### src/rtl/alu_seq_unit.sv
// Request/response ALU with single-cycle add/sub/logic/compare ops and a
// shift-and-add multiply that takes one cycle per operand bit.
module alu_seq_unit #(
  parameter int unsigned WIDTH  = 32,
  parameter bit          MUL_EN = 1'b1
) (
  input  logic             clk,
  input  logic             reset,
  input  logic             in_valid,
  output logic             in_ready,
  input  logic [1:0]       alu_op,
  input  logic [5:0]       funct,
  input  logic [WIDTH-1:0] a,
  input  logic [WIDTH-1:0] b,
  output logic             out_valid,
  input  logic             out_ready,
  output logic [WIDTH-1:0] result,
  output logic             zero,
  output logic             ovf,
  output logic             illegal,
  output logic             busy
);

  localparam int unsigned CntW = $clog2(WIDTH + 1);

  typedef enum logic [1:0] {StIdle, StMul, StDone} state_e;
  typedef enum logic [2:0] {OpAdd, OpSub, OpAnd, OpOr, OpNor, OpSlt, OpSltu, OpMul} op_e;

  state_e           state_q, state_d;
  logic [WIDTH-1:0] mcand_q, mcand_d, mplier_q, mplier_d, acc_q, acc_d;
  logic [CntW-1:0]  cnt_q, cnt_d;
  logic [WIDTH-1:0] result_q, result_d;
  logic             zero_q, zero_d, ovf_q, ovf_d, illegal_q, illegal_d;

  op_e              op;
  logic             legal, is_mul, accept, last_bit;
  logic [WIDTH-1:0] sum, diff, alu_res, acc_step;
  logic             alu_ovf;

  // Decode
  always_comb begin
    op    = OpAdd;
    legal = 1'b1;
    unique case (alu_op)
      2'b00: op = OpAdd;
      2'b01: op = OpSub;
      2'b10: begin
        case (funct)
          6'b100000: op = OpAdd;
          6'b100010: op = OpSub;
          6'b100100: op = OpAnd;
          6'b100101: op = OpOr;
          6'b100111: op = OpNor;
          6'b101010: op = OpSlt;
          6'b101011: op = OpSltu;
          6'b011000: begin
            op    = OpMul;
            legal = MUL_EN;
          end
          default: legal = 1'b0;
        endcase
      end
      2'b11: legal = 1'b0;
    endcase
  end

  assign is_mul   = legal && (op == OpMul);
  assign accept   = in_valid && (state_q == StIdle);
  assign last_bit = (cnt_q == CntW'(1));
  assign sum      = a + b;
  assign diff     = a - b;
  assign acc_step = acc_q + (mplier_q[0] ? mcand_q : '0);

  // Single-cycle datapath
  always_comb begin
    alu_res = '0;
    alu_ovf = 1'b0;
    case (op)
      OpAdd: begin
        alu_res = sum;
        alu_ovf = (a[WIDTH-1] == b[WIDTH-1]) && (sum[WIDTH-1] != a[WIDTH-1]);
      end
      OpSub: begin
        alu_res = diff;
        alu_ovf = (a[WIDTH-1] != b[WIDTH-1]) && (diff[WIDTH-1] != a[WIDTH-1]);
      end
      OpAnd:   alu_res = a & b;
      OpOr:    alu_res = a | b;
      OpNor:   alu_res = ~(a | b);
      OpSlt:   alu_res[0] = $signed(a) < $signed(b);
      OpSltu:  alu_res[0] = a < b;
      default: alu_res = '0;
    endcase
  end

  // State register
  always_ff @(posedge clk or posedge reset) begin
    if (reset) state_q <= StIdle;
    else       state_q <= state_d;
  end

  // Next state
  always_comb begin
    state_d = state_q;
    unique case (state_q)
      StIdle: if (in_valid) state_d = is_mul ? StMul : StDone;
      StMul:  if (last_bit) state_d = StDone;
      StDone: if (out_ready) state_d = StIdle;
      default: state_d = StIdle;
    endcase
  end

  // Outputs
  always_comb begin
    in_ready  = (state_q == StIdle);
    out_valid = (state_q == StDone);
    busy      = (state_q != StIdle);
    result    = result_q;
    zero      = zero_q;
    ovf       = ovf_q;
    illegal   = illegal_q;
  end

  // Datapath next values; results only change on accept or the final multiply bit
  always_comb begin
    mcand_d   = mcand_q;
    mplier_d  = mplier_q;
    acc_d     = acc_q;
    cnt_d     = cnt_q;
    result_d  = result_q;
    zero_d    = zero_q;
    ovf_d     = ovf_q;
    illegal_d = illegal_q;
    if (accept) begin
      if (is_mul) begin
        mcand_d  = a;
        mplier_d = b;
        acc_d    = '0;
        cnt_d    = CntW'(WIDTH);
      end else begin
        result_d  = legal ? alu_res : '0;
        zero_d    = legal ? (alu_res == '0) : 1'b1;
        ovf_d     = legal && alu_ovf;
        illegal_d = !legal;
      end
    end else if (state_q == StMul) begin
      acc_d    = acc_step;
      mcand_d  = mcand_q << 1;
      mplier_d = mplier_q >> 1;
      cnt_d    = cnt_q - CntW'(1);
      if (last_bit) begin
        result_d  = acc_step;
        zero_d    = (acc_step == '0);
        ovf_d     = 1'b0;
        illegal_d = 1'b0;
      end
    end
  end

  always_ff @(posedge clk or posedge reset) begin
    if (reset) begin
      mcand_q   <= '0;
      mplier_q  <= '0;
      acc_q     <= '0;
      cnt_q     <= '0;
      result_q  <= '0;
      zero_q    <= 1'b0;
      ovf_q     <= 1'b0;
      illegal_q <= 1'b0;
    end else begin
      mcand_q   <= mcand_d;
      mplier_q  <= mplier_d;
      acc_q     <= acc_d;
      cnt_q     <= cnt_d;
      result_q  <= result_d;
      zero_q    <= zero_d;
      ovf_q     <= ovf_d;
      illegal_q <= illegal_d;
    end
  end

endmodule

### config.mk
export PLATFORM = sky130hd
export DESIGN_NAME = alu_seq_unit
export DESIGN_NICKNAME = d
export VERILOG_FILES = /design/src/rtl/alu_seq_unit.sv
export SDC_FILE = /design/constraint.sdc
export NUM_CORES = 1
export LEC_CHECK = 0
export ABC_AREA = 1
export CAP_MARGIN = 25
export CORE_MARGIN = 2
export CORE_UTILIZATION = 30
export DETAILED_ROUTE_END_ITERATION = 16
export GPL_TIMING_DRIVEN = 0
export SETUP_SLACK_MARGIN = 0.02
export SLEW_MARGIN = 20
export SYNTH_ARGS = -nofsm -noshare
export SYNTH_HDL_FRONTEND = slang
export SYNTH_SLANG_ARGS = --single-unit
### constraint.sdc
create_clock -name clk -period 6.1 [get_ports clk]
set_clock_uncertainty 0.15 [all_clocks]
set_input_delay 1.22 -clock clk [delete_from_list [all_inputs] [get_ports clk]]
set_output_delay 1.22 -clock clk [all_outputs]
set_load 0.05 [all_outputs]
== Yosys cells after proc, flatten, opt, wreduce, memory -nomap -nowiden ==
Index checks and enable logic that the tools add are counted.
Cells by class
  add/sub/neg operators: 4
  magnitude comparators: 2
  eq/ne operators: 30
  multiplexer cells: 41
  bitwise operators: 3
  reduce and logical (&&, ||, !) cells: 17
Operators by type and width (count)
  two-way mux 32 bit: 15
  case mux 31 bit (5 select lines): 1
  adder 32 bit: 2
  zero test 32 bit: 2
  < comparator 32 bit: 2
  == test 6 bit (second input constant): 7
  AND 32 bit: 1
  NOT 32 bit: 1
  OR 32 bit: 1
  subtractor 32 bit: 1
  case mux 3 bit (7 select lines): 1
  two-way mux 6 bit: 3
  == test 3 bit (second input constant): 4
  two-way mux 1 bit: 12
  two-way mux 2 bit: 4
  inequality test 2 bit (second input constant): 4
  OR reduction 8 bit: 1
  case mux 1 bit (7 select lines): 1
  == test 2 bit (second input constant): 3
  == test 3 x 2 -> 1 bit (second input constant): 2
  == test 6 x 1 -> 1 bit (second input constant): 1
  == test 6 x 5 -> 1 bit (second input constant): 1
  case mux 2 bit (3 select lines): 1
  case mux 3 bit (2 select lines): 1
  other kinds (14): 25
Storage, ports and cells
  flip-flop bits (word level): 139
  input bits: 76
  output and inout port bits: 38
  word-level logic and storage cells: 106

== Logic depth before layout (Yosys ltp) ==
  depth in word-level cells: 9
  mapped depth: 26
  mapped depth without buffers: 25

== Least setup slack after synthesis ==
No wires, ideal clock.
  path type: input -> register
  start point: input a[0]
  end point: register zero_q, in the netlist zero
  library setup time: 0.063 ns
  arrival: 3.213 ns
  required time: 5.887 ns
  slack: 2.674 ns
  cell stages on the path: 22
  path buffers: 0
  cells stage by stage: inv_1 -> ha_1 -> fa_1 -> inv_1 -> nand2_1 -> nand3_1 -> nand2_1 -> nand2_1 -> nand2_1 -> nand2_1 -> nand2_1 -> nand2_1 -> nand2_1 -> nand2_1 -> nand3_1 -> nor2_1 -> nand2_1 -> nor3_1 -> nand3_1 -> nand3_1 -> nand2_1 -> inv_1
Between the ends
  cells in the longest elaborated chain, start to end: 7
  elaborated cells between the ends (all ways): 13
  those cells by class: add/sub: 2; order compare: 2; mux: 5; bitwise: 3; reduce/logical: 1
RTL lines
  from (decl): RTL line 13  | input logic [WIDTH-1:0] a,
  branches (longest 3 deep; another with subtractor 32 bit)
  zero test 32 bit *: RTL line 142  | zero_d = legal ? (alu_res == '0) : 1'b1;
  two-way mux 1 bit *: RTL line 142
  two-way mux 1 bit *: RTL line 135  | if (is_mul) begin
  two-way mux 1 bit *: RTL line 134  | if (accept) begin
  to (signal assigned): RTL line 176  | zero_q <= zero_d;
  to (decl): RTL line 33  | logic zero_q, zero_d, ovf_q, ovf_d, illegal_q, illegal_d;
Mark *: on every way between the ends. The select of a mux whose other input is x is not followed.
A chain may end at the register's enable or synchronous reset.

== Worst setup path after layout ==
  start point: input a[14]
  end point: register zero_q, in the netlist zero
Between the ends
  cells in the longest elaborated chain, start to end: 7
  elaborated cells between the ends (all ways): 13
  those cells by class: add/sub: 2; order compare: 2; mux: 5; bitwise: 3; reduce/logical: 1
RTL lines (RTL line)
  branches (longest 3 deep; another with subtractor 32 bit)
  zero test 32 bit *: 142
  two-way mux 1 bit *: 142
  two-way mux 1 bit *: 135
  two-way mux 1 bit *: 134
Marks and branches as above.

==> flow_summary.toml <==
[cts]
cts_buffer_depth = 2
cts_buffers = 17
clockRootBuffer = "clkbuf_16"
cts_max_level = 4
cts_hold_buf = 0
cts.sinks = 139
clkTransAtPathRegs_ns = 0.06
cts_tree = "done"
cts_setup_buffers = 0
clk_latency_ns = 0.44
cts_resized = 0

[yosys]
async_flop_share_pct = 100
synth_top_area_share_pct = 22.7
yosysUniqueCellTypes = 45
synth_mux_area_share_pct = 0
synth_compound_area_share_pct = 12.3
synth-xor-area-share_pct = 2.45
synth_top_area_cell = "dfrtp_1"
synth_warnings = 0
synth_simple_gate_area_share_pct = 38.8
syn_nets = 2775
syn_avg_cell_area_um2 = 6.02
yosysMostFrequentCell = "nand2_1"
yosys-top-cells-count = "802 x nand2_1, 357 x nor2_1, 344 x inv_1, 147 x ha_1, 147 x nand3_1"
yosys-top-cells-area = "dfrtp_1 23%, nand2_1 20%, ha_1 12%"
synthFlopType = "dfrtp_1"
yosysSeqAreaShare_pct = 22.7
synth_cells = 2549
synthAdderAreaFrac_pct = 12.4
synth_top_family_by_area = "simple AND/OR/NAND/NOR gates"
synth_area_um2 = 15300
synth_edf_count = 0
ys_seq_elements = 139

[power]
powerDensity_nw_per_um2 = 376
leakage_nw = 9.42
irDropWorstVdd_uv = 211

[place]
hpwl_um = 53500
port_buffers = 113
gp_congestion = 0.990
dpl_cell_area_um2 = 17300

[critical_path]
critPathKind = "in -> reg"
start_kind = "input pin"
worstPathMaxFanout = 9
end_kind = "flip-flop"
arrival_ns = 5.63
cp.required_ns = 6.33

[grt]
antenna_found_initial = 0
track_usage_pct = 23.9
grt_max_degree = 87
grt_pass1_vias = 16000
overflow = 0
grt_pass1_wl_um = 95800

[sta]
slew_headroom_pct = 40.5
setup_violations = 0
whs_ns = 0.328
timing.final.crit_share_pct = 88.5
finalHoldViolations = 0
maxSlewViolCount = 0
max_freq_mhz = 185
min_period_ns = 5.40
finalSetupTns_ns = 0
rsz0062_at_grt = "false"
tightest_slew_ns = 0.887

[floorplanning]
fp-row-count = 82
core_um2 = 50300
die_x_um = 230
die_h_um = 230
io_pins = 114
die_area_um2 = 53000
initial_core_util_pct = 30.5

[detailed_routing]
firstDrtPassIters = 7
drc_errors = 0
ant_nets = 0
drt_iter0_markers = 1620
via_per_inst = 5.03
drt-total-wl_um = 63400
vias = 16900
wl_per_cell_um = 18.8

[final_layout]
stdcell_area_um2 = 17900
areaGrowthSynthToFinish_pct = 16.9
fill_cells = 5632
antenna_cells = 0
fin_nets = 2908
layout-drive-gt1-share_pct = 3.64
postLayoutCoreUtil_pct = 35.7

[min_path]
hold_class = "reg -> reg"

[flow_run]
drv_cap = 0

[outcome]
outcome = "finished clean"
==> report_power, final <==
part           internal (mW)  total, mW  switching, mW  leakage, nW
clock                  0.651       1.08          0.431        0.294
combinational           1.28       4.03           2.75         7.44
sequential              1.34       1.63          0.289         1.69
==> registers in the layout (all words and copies together) (netlist names) <==
| name | count |
|---|---|
| zero | 1 |
| mplier_q | 32 |
| state_q | 2 |
| result | 32 |
| illegal | 1 |
| cnt_q | 6 |
| acc_q | 32 |
| ovf | 1 |
| mcand_q | 32 |
==> cell usage in the layout (no fill, tap or decap), drive strengths merged, types with 7 or more instances in the layout <==
cell type,instances
a21oi,119
a31oi,79
buf,35
clkbuf,77
clkdlybuf4s50,113
clkinv,7
dfrtp,139
ha,147
inv,354
nand2,806
nand3,153
nand4,68
nor2,363
nor3,24
o21ai,99
o21bai,18
xnor2,9
xor2,34
==> final timing paths <==
check	from	slack, ns	to	cells past startpoint
max	a[14]	0.70	zero$_DFFE_PP0P_	20
min	result[12]$_DFFE_PP0P_	0.33	result[12]$_DFFE_PP0P_	2
max reg2reg	mplier_q[0]$_DFFE_PP0P_	2.25	zero$_DFFE_PP0P_	20
min reg2reg	result[12]$_DFFE_PP0P_	0.33	result[12]$_DFFE_PP0P_	2
max in group asynchronous	reset	3.95	acc_q[22]$_DFFE_PP0P_	3
min in group asynchronous	reset	1.05	result[6]$_DFFE_PP0P_	2
==> layer usage <==
layer	track usage (%)	part of all wire (%)	wire length, µm
met1	31.0	43	27500
met2	40.9	48	30200
met3	2.22	5.2	3280
met4	8.95	3.8	2440
met5	0	0	0
==> kinds of logic after synthesis <==
logic type,Yosys count
xor+xnor,43
simple gates,1436
flops,139
compound gates,337
buf+inv,444
fa+ha+maj,150
==> critical path, cell delays in order <==
cell             delay, ns
clkdlybuf4s50_1       0.80
inv_1                 0.09
ha_1                  0.29
clkbuf_1              0.37
nand2_1               0.20
nor2_1                0.17
inv_1                 0.07
nor3_1                0.55
nand3_1               0.25
nand2_1               0.12
nand2_1               0.05
nand3_1               0.07
nand3_1               0.21
nor2_1                0.38
nand3_1               0.18
nor2_1                0.21
nand3_1               0.12
nand3_1               0.14
nand2_1               0.06
inv_1                 0.05
==> metrics by stage <==
step	power, mW	setup slack, ns	cells
floorplan	4.30	1.01	2549
global placement	5.62	-1.24	3334
detailed placement	5.61	0.376	3335
CTS	6.71	0.824	3366
global route	7.26	0.563	3366
finish	6.74	0.701	3366
==> final cells by class <==
class | count | area (µm²) | area share [%]
multi-input combinational | 1966 | 10100 | 56.4
sequential | 139 | 3480 | 19.4
inverter | 353 | 1330 | 7.43
timing repair buffer | 114 | 1160 | 6.46
tap | 672 | 841 | 4.69
clock buffer | 20 | 447 | 2.49
buffer | 91 | 418 | 2.33
clock inverter | 11 | 145 | 0.809
Note: power is estimated with default switching activity, not from simulation.
